<file path="config.mk">
export PLATFORM = sky130hd
export DESIGN_NAME = hazard_unit_mc_flat
export DESIGN_NICKNAME = d
export VERILOG_FILES = /design/src/rtl/hazard_unit_mc_if.sv /design/src/rtl/hazard_unit_mc.sv /design/src/flat_wrapper.sv
export SDC_FILE = /design/constraint.sdc
export NUM_CORES = 1
export LEC_CHECK = 0
export ABC_CLOCK_PERIOD_IN_PS = 2450
export BUFFER_PORTS_ARGS = -buffer_cell sky130_fd_sc_hd__buf_4
export CORE_MARGIN = 5
export CORE_UTILIZATION = 31
export DETAILED_ROUTE_END_ITERATION = 10
export GPL_TIMING_DRIVEN = 0
export PLACE_DENSITY = 0.64
export SYNTH_ARGS = -nofsm -noshare
export SYNTH_HDL_FRONTEND = slang
export SYNTH_SLANG_ARGS = --single-unit
</file>
<file path="constraint.sdc">
create_clock -name clk -period 2.45 [get_ports clk]
set_input_delay 0.245 -clock clk [delete_from_list [all_inputs] [get_ports clk]]
set_output_delay 0.245 -clock clk [all_outputs]
set_load 0.1 [all_outputs]
</file>
<file path="src/rtl/hazard_unit_mc_if.sv">
// hazard_unit_mc_if: bundle of the pipeline-state inputs and hazard control outputs
// exchanged between the datapath and hazard_unit_mc.
//   master : datapath side (drives stage fields, receives controls)
//   slave  : hazard unit side
// Optional macro HAZARD_FWD_D_EN adds the D-stage branch-comparator forwarding selects
// fwd_a_d / fwd_b_d.
interface hazard_unit_mc_if #(
  parameter int unsigned REG_AW = 5,
  parameter int unsigned CNT_W  = 16
) ();
  // D stage
  logic [REG_AW-1:0] id_rs;
  logic [REG_AW-1:0] id_rt;
  logic              id_uses_rs;
  logic              id_uses_rt;
  logic              id_is_branch;
  logic              id_is_muldiv;
  logic              id_reads_hilo;
  // E stage
  logic [REG_AW-1:0] ex_rs;
  logic [REG_AW-1:0] ex_rt;
  logic              ex_regwrite;
  logic              ex_memtoreg;
  logic [REG_AW-1:0] ex_wreg;
  // M stage
  logic              mem_regwrite;
  logic              mem_memtoreg;
  logic [REG_AW-1:0] mem_wreg;
  // W stage
  logic              wb_regwrite;
  logic [REG_AW-1:0] wb_wreg;
  logic              redirect;
  // Controls
  logic [1:0]        fwd_a_e;
  logic [1:0]        fwd_b_e;
  logic              stall_f;
  logic              stall_d;
  logic              flush_d;
  logic              flush_e;
  logic              muldiv_busy;
  logic [CNT_W-1:0]  stall_cycles;
`ifdef HAZARD_FWD_D_EN
  logic              fwd_a_d;
  logic              fwd_b_d;
`endif

  modport master (
    output id_rs, id_rt, id_uses_rs, id_uses_rt, id_is_branch, id_is_muldiv, id_reads_hilo,
    output ex_rs, ex_rt, ex_regwrite, ex_memtoreg, ex_wreg,
    output mem_regwrite, mem_memtoreg, mem_wreg, wb_regwrite, wb_wreg, redirect,
`ifdef HAZARD_FWD_D_EN
    input  fwd_a_d, fwd_b_d,
`endif
    input  fwd_a_e, fwd_b_e, stall_f, stall_d, flush_d, flush_e, muldiv_busy, stall_cycles
  );

  modport slave (
    input  id_rs, id_rt, id_uses_rs, id_uses_rt, id_is_branch, id_is_muldiv, id_reads_hilo,
    input  ex_rs, ex_rt, ex_regwrite, ex_memtoreg, ex_wreg,
    input  mem_regwrite, mem_memtoreg, mem_wreg, wb_regwrite, wb_wreg, redirect,
`ifdef HAZARD_FWD_D_EN
    output fwd_a_d, fwd_b_d,
`endif
    output fwd_a_e, fwd_b_e, stall_f, stall_d, flush_d, flush_e, muldiv_busy, stall_cycles
  );
endinterface

</file>
<file path="src/rtl/hazard_unit_mc.sv">
// hazard_unit_mc: hazard unit for the 5-stage MIPS pipeline.
//   - E-stage operand forwarding (M over W, register 0 never forwarded)
//   - load-use stall, D-stage branch-operand stall, HI/LO stall behind a multicycle MUL/DIV
//   - redirect flushes D and E and suppresses any stall
//   - saturating stalled-cycle counter
// Ports:
//   clk   : pipeline clock, rising edge
//   rst_n : asynchronous active-low reset
//   hz    : hazard_unit_mc_if.slave (stage fields in, stall/flush/forward controls out)
// Optional macro HAZARD_FWD_D_EN: forwards M-stage ALU results to the D branch comparator
// (fwd_a_d / fwd_b_d) so only EX writers and M loads stall a branch.
module hazard_unit_mc #(
  parameter int unsigned REG_AW     = 5,
  parameter int unsigned MULDIV_LAT = 4,
  parameter int unsigned CNT_W      = 16
) (
  input  logic             clk,
  input  logic             rst_n,
  hazard_unit_mc_if.slave  hz
);

  localparam int unsigned CntW = $clog2(MULDIV_LAT + 1);

  typedef enum logic [0:0] {StIdle, StBusy} state_e;

  state_e           state_q, state_d;
  logic [CntW-1:0]  cnt_q, cnt_d;
  logic [CNT_W-1:0] stall_cycles_q, stall_cycles_d;

  logic [1:0] fwd_a, fwd_b;
  logic       hit_ex, hit_mem;
  logic       lu, bh, mh, stall;
  logic       busy;

  // E-stage forwarding
  always_comb begin
    fwd_a = 2'b00;
    fwd_b = 2'b00;
    if (hz.mem_regwrite && (hz.mem_wreg == hz.ex_rs) && (hz.ex_rs != '0)) begin
      fwd_a = 2'b10;
    end else if (hz.wb_regwrite && (hz.wb_wreg == hz.ex_rs) && (hz.ex_rs != '0)) begin
      fwd_a = 2'b01;
    end
    if (hz.mem_regwrite && (hz.mem_wreg == hz.ex_rt) && (hz.ex_rt != '0)) begin
      fwd_b = 2'b10;
    end else if (hz.wb_regwrite && (hz.wb_wreg == hz.ex_rt) && (hz.ex_rt != '0)) begin
      fwd_b = 2'b01;
    end
  end

  // D-stage source matches against the E and M destinations
  always_comb begin
    hit_ex  = (hz.ex_wreg != '0) &&
              ((hz.id_uses_rs && (hz.id_rs == hz.ex_wreg)) ||
               (hz.id_uses_rt && (hz.id_rt == hz.ex_wreg)));
    hit_mem = (hz.mem_wreg != '0) &&
              ((hz.id_uses_rs && (hz.id_rs == hz.mem_wreg)) ||
               (hz.id_uses_rt && (hz.id_rt == hz.mem_wreg)));
  end

  assign busy = (state_q == StBusy);
  assign lu   = hz.ex_memtoreg && hz.ex_regwrite && hit_ex;
  assign mh   = (hz.id_is_muldiv || hz.id_reads_hilo) && busy;

`ifdef HAZARD_FWD_D_EN
  // M-stage ALU results reach the comparator, so only M loads still have to wait
  assign bh = hz.id_is_branch &&
              ((hz.ex_regwrite && hit_ex) || (hz.mem_regwrite && hz.mem_memtoreg && hit_mem));
  assign hz.fwd_a_d = hz.mem_regwrite && !hz.mem_memtoreg && (hz.mem_wreg != '0) &&
                      (hz.mem_wreg == hz.id_rs);
  assign hz.fwd_b_d = hz.mem_regwrite && !hz.mem_memtoreg && (hz.mem_wreg != '0) &&
                      (hz.mem_wreg == hz.id_rt);
`else
  assign bh = hz.id_is_branch &&
              ((hz.ex_regwrite && hit_ex) || (hz.mem_regwrite && hit_mem));
  logic unused_mem_memtoreg;
  assign unused_mem_memtoreg = hz.mem_memtoreg;
`endif

  // Redirect wins: the stalled instruction is being discarded anyway
  assign stall = (lu || bh || mh) && !hz.redirect;

  // MUL/DIV scoreboard
  always_comb begin
    state_d = state_q;
    cnt_d   = cnt_q;
    unique case (state_q)
      StIdle: begin
        if (hz.id_is_muldiv && !stall && !hz.redirect) begin
          state_d = StBusy;
          cnt_d   = CntW'(MULDIV_LAT);
        end
      end
      StBusy: begin
        // An issued operation always completes, redirect or not
        cnt_d = cnt_q - CntW'(1);
        if (cnt_q == CntW'(1)) begin
          state_d = StIdle;
        end
      end
      default: begin
        state_d = StIdle;
        cnt_d   = '0;
      end
    endcase
  end

  // Saturating stall counter
  always_comb begin
    stall_cycles_d = stall_cycles_q;
    if (stall && (stall_cycles_q != {CNT_W{1'b1}})) begin
      stall_cycles_d = stall_cycles_q + CNT_W'(1);
    end
  end

  always_ff @(posedge clk or negedge rst_n) begin
    if (!rst_n) begin
      state_q        <= StIdle;
      cnt_q          <= '0;
      stall_cycles_q <= '0;
    end else begin
      state_q        <= state_d;
      cnt_q          <= cnt_d;
      stall_cycles_q <= stall_cycles_d;
    end
  end

  assign hz.fwd_a_e      = fwd_a;
  assign hz.fwd_b_e      = fwd_b;
  assign hz.stall_f      = stall;
  assign hz.stall_d      = stall;
  assign hz.flush_d      = hz.redirect;
  assign hz.flush_e      = stall || hz.redirect;
  assign hz.muldiv_busy  = busy;
  assign hz.stall_cycles = stall_cycles_q;

endmodule

</file>
<file path="src/flat_wrapper.sv">
// flat-port wrapper written by rule: the top's interface ports become plain ports
module hazard_unit_mc_flat 
#(
  parameter int unsigned REG_AW     = 5,
  parameter int unsigned MULDIV_LAT = 4,
  parameter int unsigned CNT_W      = 16
)
  (clk, rst_n, hz_id_rs, hz_id_rt, hz_id_uses_rs, hz_id_uses_rt, hz_id_is_branch, hz_id_is_muldiv, hz_id_reads_hilo, hz_ex_rs, hz_ex_rt, hz_ex_regwrite, hz_ex_memtoreg, hz_ex_wreg, hz_mem_regwrite, hz_mem_memtoreg, hz_mem_wreg, hz_wb_regwrite, hz_wb_wreg, hz_redirect, hz_fwd_a_e, hz_fwd_b_e, hz_stall_f, hz_stall_d, hz_flush_d, hz_flush_e, hz_muldiv_busy, hz_stall_cycles);
  hazard_unit_mc_if #(.REG_AW(REG_AW), .CNT_W(CNT_W)) hz_i ();
  input  logic clk;
  input  logic rst_n;
  input wire logic [$bits(hz_i.id_rs)-1:0] hz_id_rs;
  input wire logic [$bits(hz_i.id_rt)-1:0] hz_id_rt;
  input wire logic [$bits(hz_i.id_uses_rs)-1:0] hz_id_uses_rs;
  input wire logic [$bits(hz_i.id_uses_rt)-1:0] hz_id_uses_rt;
  input wire logic [$bits(hz_i.id_is_branch)-1:0] hz_id_is_branch;
  input wire logic [$bits(hz_i.id_is_muldiv)-1:0] hz_id_is_muldiv;
  input wire logic [$bits(hz_i.id_reads_hilo)-1:0] hz_id_reads_hilo;
  input wire logic [$bits(hz_i.ex_rs)-1:0] hz_ex_rs;
  input wire logic [$bits(hz_i.ex_rt)-1:0] hz_ex_rt;
  input wire logic [$bits(hz_i.ex_regwrite)-1:0] hz_ex_regwrite;
  input wire logic [$bits(hz_i.ex_memtoreg)-1:0] hz_ex_memtoreg;
  input wire logic [$bits(hz_i.ex_wreg)-1:0] hz_ex_wreg;
  input wire logic [$bits(hz_i.mem_regwrite)-1:0] hz_mem_regwrite;
  input wire logic [$bits(hz_i.mem_memtoreg)-1:0] hz_mem_memtoreg;
  input wire logic [$bits(hz_i.mem_wreg)-1:0] hz_mem_wreg;
  input wire logic [$bits(hz_i.wb_regwrite)-1:0] hz_wb_regwrite;
  input wire logic [$bits(hz_i.wb_wreg)-1:0] hz_wb_wreg;
  input wire logic [$bits(hz_i.redirect)-1:0] hz_redirect;
  output wire logic [$bits(hz_i.fwd_a_e)-1:0] hz_fwd_a_e;
  output wire logic [$bits(hz_i.fwd_b_e)-1:0] hz_fwd_b_e;
  output wire logic [$bits(hz_i.stall_f)-1:0] hz_stall_f;
  output wire logic [$bits(hz_i.stall_d)-1:0] hz_stall_d;
  output wire logic [$bits(hz_i.flush_d)-1:0] hz_flush_d;
  output wire logic [$bits(hz_i.flush_e)-1:0] hz_flush_e;
  output wire logic [$bits(hz_i.muldiv_busy)-1:0] hz_muldiv_busy;
  output wire logic [$bits(hz_i.stall_cycles)-1:0] hz_stall_cycles;
  assign hz_i.id_rs = hz_id_rs;
  assign hz_i.id_rt = hz_id_rt;
  assign hz_i.id_uses_rs = hz_id_uses_rs;
  assign hz_i.id_uses_rt = hz_id_uses_rt;
  assign hz_i.id_is_branch = hz_id_is_branch;
  assign hz_i.id_is_muldiv = hz_id_is_muldiv;
  assign hz_i.id_reads_hilo = hz_id_reads_hilo;
  assign hz_i.ex_rs = hz_ex_rs;
  assign hz_i.ex_rt = hz_ex_rt;
  assign hz_i.ex_regwrite = hz_ex_regwrite;
  assign hz_i.ex_memtoreg = hz_ex_memtoreg;
  assign hz_i.ex_wreg = hz_ex_wreg;
  assign hz_i.mem_regwrite = hz_mem_regwrite;
  assign hz_i.mem_memtoreg = hz_mem_memtoreg;
  assign hz_i.mem_wreg = hz_mem_wreg;
  assign hz_i.wb_regwrite = hz_wb_regwrite;
  assign hz_i.wb_wreg = hz_wb_wreg;
  assign hz_i.redirect = hz_redirect;
  assign hz_fwd_a_e = hz_i.fwd_a_e;
  assign hz_fwd_b_e = hz_i.fwd_b_e;
  assign hz_stall_f = hz_i.stall_f;
  assign hz_stall_d = hz_i.stall_d;
  assign hz_flush_d = hz_i.flush_d;
  assign hz_flush_e = hz_i.flush_e;
  assign hz_muldiv_busy = hz_i.muldiv_busy;
  assign hz_stall_cycles = hz_i.stall_cycles;
  hazard_unit_mc #(.REG_AW(REG_AW), .MULDIV_LAT(MULDIV_LAT), .CNT_W(CNT_W)) u_core (.clk(clk), .rst_n(rst_n), .hz(hz_i));
endmodule
</file>
==> impl_metrics.json, run 1 <==
{
  "nets": 302,
  "synth_xor_area_share_pct": 29.3,
  "dp_slack_ns": -0.0143,
  "routed_wl_um": 4060,
  "cp-end-kind": "output port",
  "multiInputGateArea_um2": 1130,
  "rows": 26,
  "die_h_um": 81.5,
  "netlist_area_um2": 1580,
  "fill_cells": 481,
  "path_clk_slew_ns": 0.07,
  "cap_viol_max_count": 0,
  "synth_fp_nets": 230,
  "mostFrequentLayoutCells": "68 x buf_4, 46 x xnor2_1, 15 x dfrtp_1",
  "die-area_um2": 6640,
  "cts_setup_buffers": 0,
  "p_int_uw": 901,
  "worst_slack_ns": 0.105,
  "worstSetupStartpointType": "primary input",
  "core-area_um2": 5040,
  "rsz0062_at_grt": "false",
  "antenna_found_initial": 0,
  "layout_min_cycle_time_ns": 2.35,
  "power.density_nw_per_um2": 773,
  "clock-root-buffer": "clkbuf_8",
  "grt.overflow.total": 0,
  "dp_hpwl_um": 3400,
  "synth_top_family_by_area": "XOR/XNOR gates",
  "final_common_cell": "buf_4",
  "vias": 1515,
  "routedWlPerCell_um": 12.7,
  "fin_worst_skew_ns": 0.00197,
  "clockBufferDepth": 2,
  "via_per_inst": 4.73,
  "grt_pass1_vias": 1558,
  "syn_inst": 179,
  "arrival_ns": 2.10,
  "worstMarginPinSlew_ns": 0.414,
  "syn2layout_area_growth_pct": 50.8,
  "ant_nets": 0,
  "max_stage_delay_ns": 0.37,
  "slew_viol_final": 0,
  "setup_viol": 0,
  "ff_latch_area_um2": 507,
  "seq_area_frac_synth_pct": 31.6,
  "p_seq_share_pct": 28.1,
  "numCtsBuffers": 3,
  "vdd_drop_max_v": 0.000539,
  "synthMuxAreaShare_pct": 2.37,
  "cts_tree": "yes",
  "period_share_pct": 95.7,
  "drt_iter0_drc": 52,
  "insertedDiodeCount": 0,
  "critPathSlowestCell": "or3_1",
  "start_util_pct": 31.4,
  "gp_congestion": 0.800,
  "critPathKind": "primary input to output port",
  "cts_max_level": 1,
  "ys_seq_elements": 20,
  "synth_fa_ha_area_share_pct": 2.37,
  "drive_above_1_share_pct": 38.8,
  "cp_common_cell": "buf_4",
  "io_buffers": 66,
  "yosys.area_share.simple_pct": 23.8,
  "swShare_pct": 51.2,
  "timing.slew.headroom_pct": 72.1,
  "path_cells": "buf_2 > or3_1 > o311a_1 > a32oi_4 > o22ai_4 > clkbuf_4 > buf_4 > buf_4",
  "drc_errors": 0,
  "cts.sinks": 20,
  "status": "finished clean",
  "pwr-share-comb_pct": 58.4,
  "hold_viol": 0,
  "hold_path.class": "primary input to flip-flop",
  "ios": 73,
  "p_total_mw": 1.85,
  "p_clk_share_pct": 13.5,
  "clock_latency_ns": 0.26,
  "yosysWarningCount": 0,
  "grt_max_degree": 21,
  "syn_avg_cell_area_um2": 8.85,
  "power_leakage_nw": 0.991,
  "cp.required_ns": 2.20,
  "power_switching_uw": 945,
  "dr.pass1.iters": 4,
  "fmax_mhz": 426,
  "grt_pass1_wl_um": 6840,
  "grt_use_total_pct": 12.8,
  "synth_compound_gate_area_share_pct": 6.87,
  "cp_max_fo": 11,
  "ys_types": 37,
  "die_x_um": 81.5
}
-- area by class of cell --
class | count | area share (%)
multi-input cells | 146 | 47.3
flip-flops and latches | 20 | 21.2
repair buffers | 67 | 21.2
plain buffers | 9 | 3.72
well taps | 70 | 3.67
clock buffers | 4 | 2.30
inverters | 4 | 0.629
-- through the flow --
step | hold slack, ns | TNS (ns) | std cells | instance area, um2 | util, %
global route | 0.371 | 0 | 320 | 2390 | 47.4
CTS | 0.341 | 0 | 320 | 2380 | 47.3
finish | 0.341 | 0 | 320 | 2390 | 47.4
detailed placement | 0.136 | -0.0143 | 315 | 2300 | 45.6
global placement | 0.137 | -0.0205 | 315 | 2300 | 45.6
floorplan | -0.0506 | -0.173 | 179 | 1720 | -
-- worst max-delay path, delay by kind of cell --
kind / cells / cell delay (ns)
buffers and inverters: 4 / 0.74
AO/OA/AOI/OAI: 3 / 0.73
AND/OR/NAND/NOR: 1 / 0.37
-- cell families (layout without fill, tap and decap cells) --
| kind of cell | after synthesis | in the layout |
|---|---|---|
| xor+xnor | 53 | 53 |
| simple gates | 72 | 72 |
| flops | 20 | 20 |
| fa+ha+maj | 3 | 3 |
| mux | 3 | 3 |
| buf+inv | 13 | 84 |
| compound gates | 15 | 15 |
-- power groups by stage --
stage | logic, mW | registers (mW) | clock network, mW
global placement | 1.06 | 0.525 | 0
finish | 1.08 | 0.518 | 0.250
CTS | 1.08 | 0.522 | 0.256
global route | 1.14 | 0.540 | 0.273
floorplan | 0.421 | 0.907 | 0
detailed placement | 1.07 | 0.528 | 0
-- synth_stat cells --
cell      number  area share (%)
buf_4          2            0.95
nand3b_1       1            0.47
clkbuf_1       5             1.2
o21ai_0        3            0.95
or3_1          1            0.40
nand2b_1       1            0.40
dfrtp_1       20              32
or2_1          1            0.40
mux2_1         1            0.71
a22oi_1        1            0.47
nor2_1        12             2.8
buf_2          2            0.63
nand4_1       13             5.1
a211oi_1       1            0.47
o22ai_2        1            0.79
inv_1          4            0.95
mux2_2         1            0.71
xor2_1         5             2.8
and2_1         1            0.40
o21ai_1        1            0.32
mux2_4         1            0.95
o311a_1        1            0.63
or4_1          2            0.95
a31oi_1        2            0.79
nand2_1       13             3.1
a21oi_1        2            0.63
ha_1           3             2.4
or2_2          1            0.40
nand3_1       11             3.5
nor3_1         3            0.95
xnor2_1       48              27
and3_1         5             2.0
and2_4         1            0.55
o22ai_1        2            0.79
nor4_1         4             1.6
nor2b_1        2            0.79
a32oi_2        1             1.0
-- state kept, by name, indices dropped and copies added (netlist names) --
| name | flops |
|---|---|
| u_core.cnt_q | 3 |
| u_core.hz.stall_cycles | 16 |
| u_core.hz.muldiv_busy | 1 |
-- per-layer routing --
metal / vias to the layer above / global-route usage, % / part of all wire, %
met1: 711 / 16.8 / 45
met2: 37 / 22.1 / 50
li1: 763 / - / -
met3: 4 / 1.43 / 4.3
met5: - / 0 / 0
met4: 0 / 3.38 / 0.71
-- final timing paths --
| kind | to | cells past startpoint | slack, ns | startpoint |
|---|---|---|---|---|
| min in group asynchronous | u_core.hz.stall_cycles[8] | 2 | 0.40 | rst_n |
| hold reg to reg | u_core.hz.stall_cycles[9] | 1 | 0.49 | u_core.hz.stall_cycles[9] |
| setup / recovery | hz_stall_f | 8 | 0.10 | hz_mem_wreg[0] |
| hold / removal | u_core.cnt_q[0] | 4 | 0.34 | hz_id_is_muldiv |
| max in group asynchronous | u_core.hz.stall_cycles[0] | 2 | 1.82 | rst_n |
| setup reg to reg | u_core.hz.stall_cycles[10] | 8 | 0.53 | u_core.hz.stall_cycles[4] |
-- repair_timing --
item	4_1_cts	5_1_grt
hold buffers	1	0
pin swaps	1	0
cloned	0	0
resized for setup	2	3
endpoints found under the hold margin	20	0
setup endpoints to repair	1	2
Note: power is estimated with default switching activity, not from simulation.
==> run 2: changes to the inputs <==
- SETUP_SLACK_MARGIN: default -> 0.5
==> impl_metrics.json, run 2 (synthesis gave the netlist of run 1 again) <==
{
  "worstSetupStartpointType": "primary input",
  "setup_viol": 0,
  "timing.slew.headroom_pct": 72.6,
  "min_from": "hz_id_is_muldiv",
  "arrival_ns": 1.77,
  "drc_errors": 0,
  "dpl.cell_count": 315,
  "via_per_inst": 4.70,
  "clockBufferDepth": 2,
  "largest_reg_flops": 16,
  "cp_max_fo": 4,
  "final_common_cell": "buf_4",
  "fin_worst_skew_ns": 0.00662,
  "core-area_um2": 5040,
  "antenna_found_initial": 0,
  "syn2layout_area_growth_pct": 62.0,
  "die_x_um": 81.5,
  "cts_max_level": 1,
  "routed_wl_um": 4390,
  "grt_use_total_pct": 13.9,
  "die_h_um": 81.5,
  "power.density_nw_per_um2": 747,
  "io_buffers": 66,
  "critPathKind": "primary input to output port",
  "fmax_mhz": 496,
  "cp.required_ns": 2.20,
  "ant_nets": 0,
  "drt_iter0_drc": 121,
  "hold_path.class": "primary input to flip-flop",
  "grt_max_degree": 21,
  "cts.sinks": 20,
  "hold_viol": 0,
  "ios": 73,
  "drive_above_1_share_pct": 44.5,
  "dp_hpwl_um": 3550,
  "status": "finished clean",
  "cap_viol_max_count": 0,
  "crit_start": "hz_mem_wreg[2]",
  "clock_latency_ns": 0.26,
  "nets": 308,
  "grt_pass1_wl_um": 7290,
  "grt.overflow.total": 0,
  "rows": 26,
  "whs_ns": 0.360,
  "die-area_um2": 6640,
  "rsz0062_at_grt": "true",
  "p_total_mw": 1.92,
  "insertedDiodeCount": 0,
  "path_clk_slew_ns": 0.07,
  "slew_viol_final": 0,
  "worstMarginPinSlew_ns": 0.407,
  "grt_pass1_vias": 1627,
  "power_leakage_nw": 1.03,
  "start_util_pct": 31.4,
  "period_share_pct": 82.3,
  "clock-root-buffer": "clkbuf_8",
  "gp_congestion": 0.795,
  "numCtsBuffers": 3,
  "vdd_drop_max_v": 0.000572,
  "mostFrequentLayoutCells": "70 x buf_4, 47 x xnor2_1, 13 x nand4_1, 13 x nand2_1, 11 x nand3_1",
  "layout_min_cycle_time_ns": 2.02,
  "reg2reg_from": "u_core.hz.stall_cycles[0]",
  "vias": 1531,
  "cp-end-kind": "output port",
  "routedWlPerCell_um": 13.5,
  "dr.pass1.iters": 4,
  "cts_tree": "yes",
  "stdcell_count": 326
}
==> run 2: changes by cell type in the layout (fill, tap and decap cells not counted), moves of 2 or more <==
cell	delta
buf_12	+3
dfrtp_4	+8
a21oi_2	+2
nor2_4	+2
nor2_1	-2
a21oi_1	-2
buf_4	+2
dfrtp_1	-8
buf_8	+2
buf_6	+2
==> run 2: final cells by class <==
| class | instances | area (um2) |
|---|---|---|
| Clock buffer | 4 | 45.0 |
| Multi-Input combinational cell | 146 | 1160 |
| Sequential cell | 20 | 537 |
| Timing Repair Buffer | 73 | 578 |
| Fill cell | 496 | 2480 |
| Tap cell | 70 | 87.6 |
| Buffer | 9 | 148 |
| Inverter | 4 | 15.0 |
==> run 2: final timing paths <==
path	to	slack, ns	cells after the start
min	u_core.cnt_q[0]	0.36	4
min in group asynchronous	u_core.hz.stall_cycles[1]	0.39	2
max reg2reg	u_core.hz.stall_cycles[1]	0.64	7
max	hz_stall_f	0.43	8
max in group asynchronous	u_core.hz.stall_cycles[8]	1.82	2
min reg2reg	u_core.hz.stall_cycles[9]	0.49	1
==> run 2: metal layers <==
metal  global-route usage, %  wire length [um]  vias to the layer above
met2                    24.4              2240                       43
met3                    2.19               236                        4
li1                        -                 -                      775
met4                    4.22                44                        0
met1                    17.5              1870                      709
met5                       0                 0                        -
==> run 2: through the flow <==
step                utilization [%]  cell area [um2]  TNS [ns]  setup WS [ns]
finish                         50.9             2570         0          0.433
global route                   50.9             2570         0          0.399
CTS                            50.7             2550         0          0.359
detailed placement             47.8             2410         0          0.147
global placement               47.8             2410         0          0.147
floorplan                         -             1830   -0.0569        -0.0309
==> run 2: critical path, stage by stage <==
cell and delay (ns):
clkbuf_16 0.12, or3_1 0.33, o311a_1 0.33, a32oi_4 0.22, o22ai_4 0.11, buf_12 0.15
buf_12 0.11, buf_12 0.15
==> run 2: power by group <==
| group | switching, mW | total, mW | internal [mW] |
|---|---|---|---|
| sequential | 0.0982 | 0.545 | 0.446 |
| clock | 0.106 | 0.222 | 0.116 |
| combinational | 0.757 | 1.15 | 0.394 |
==> run 2: what timing repair did <==
action,4_1_cts,5_1_grt
hold buffers,1,0
hold endpoints to repair,20,0
buffers inserted,6,0
pin swaps,4,3
gates resized for setup,8,5
gates cloned,0,0
endpoints found under the setup margin,4,10
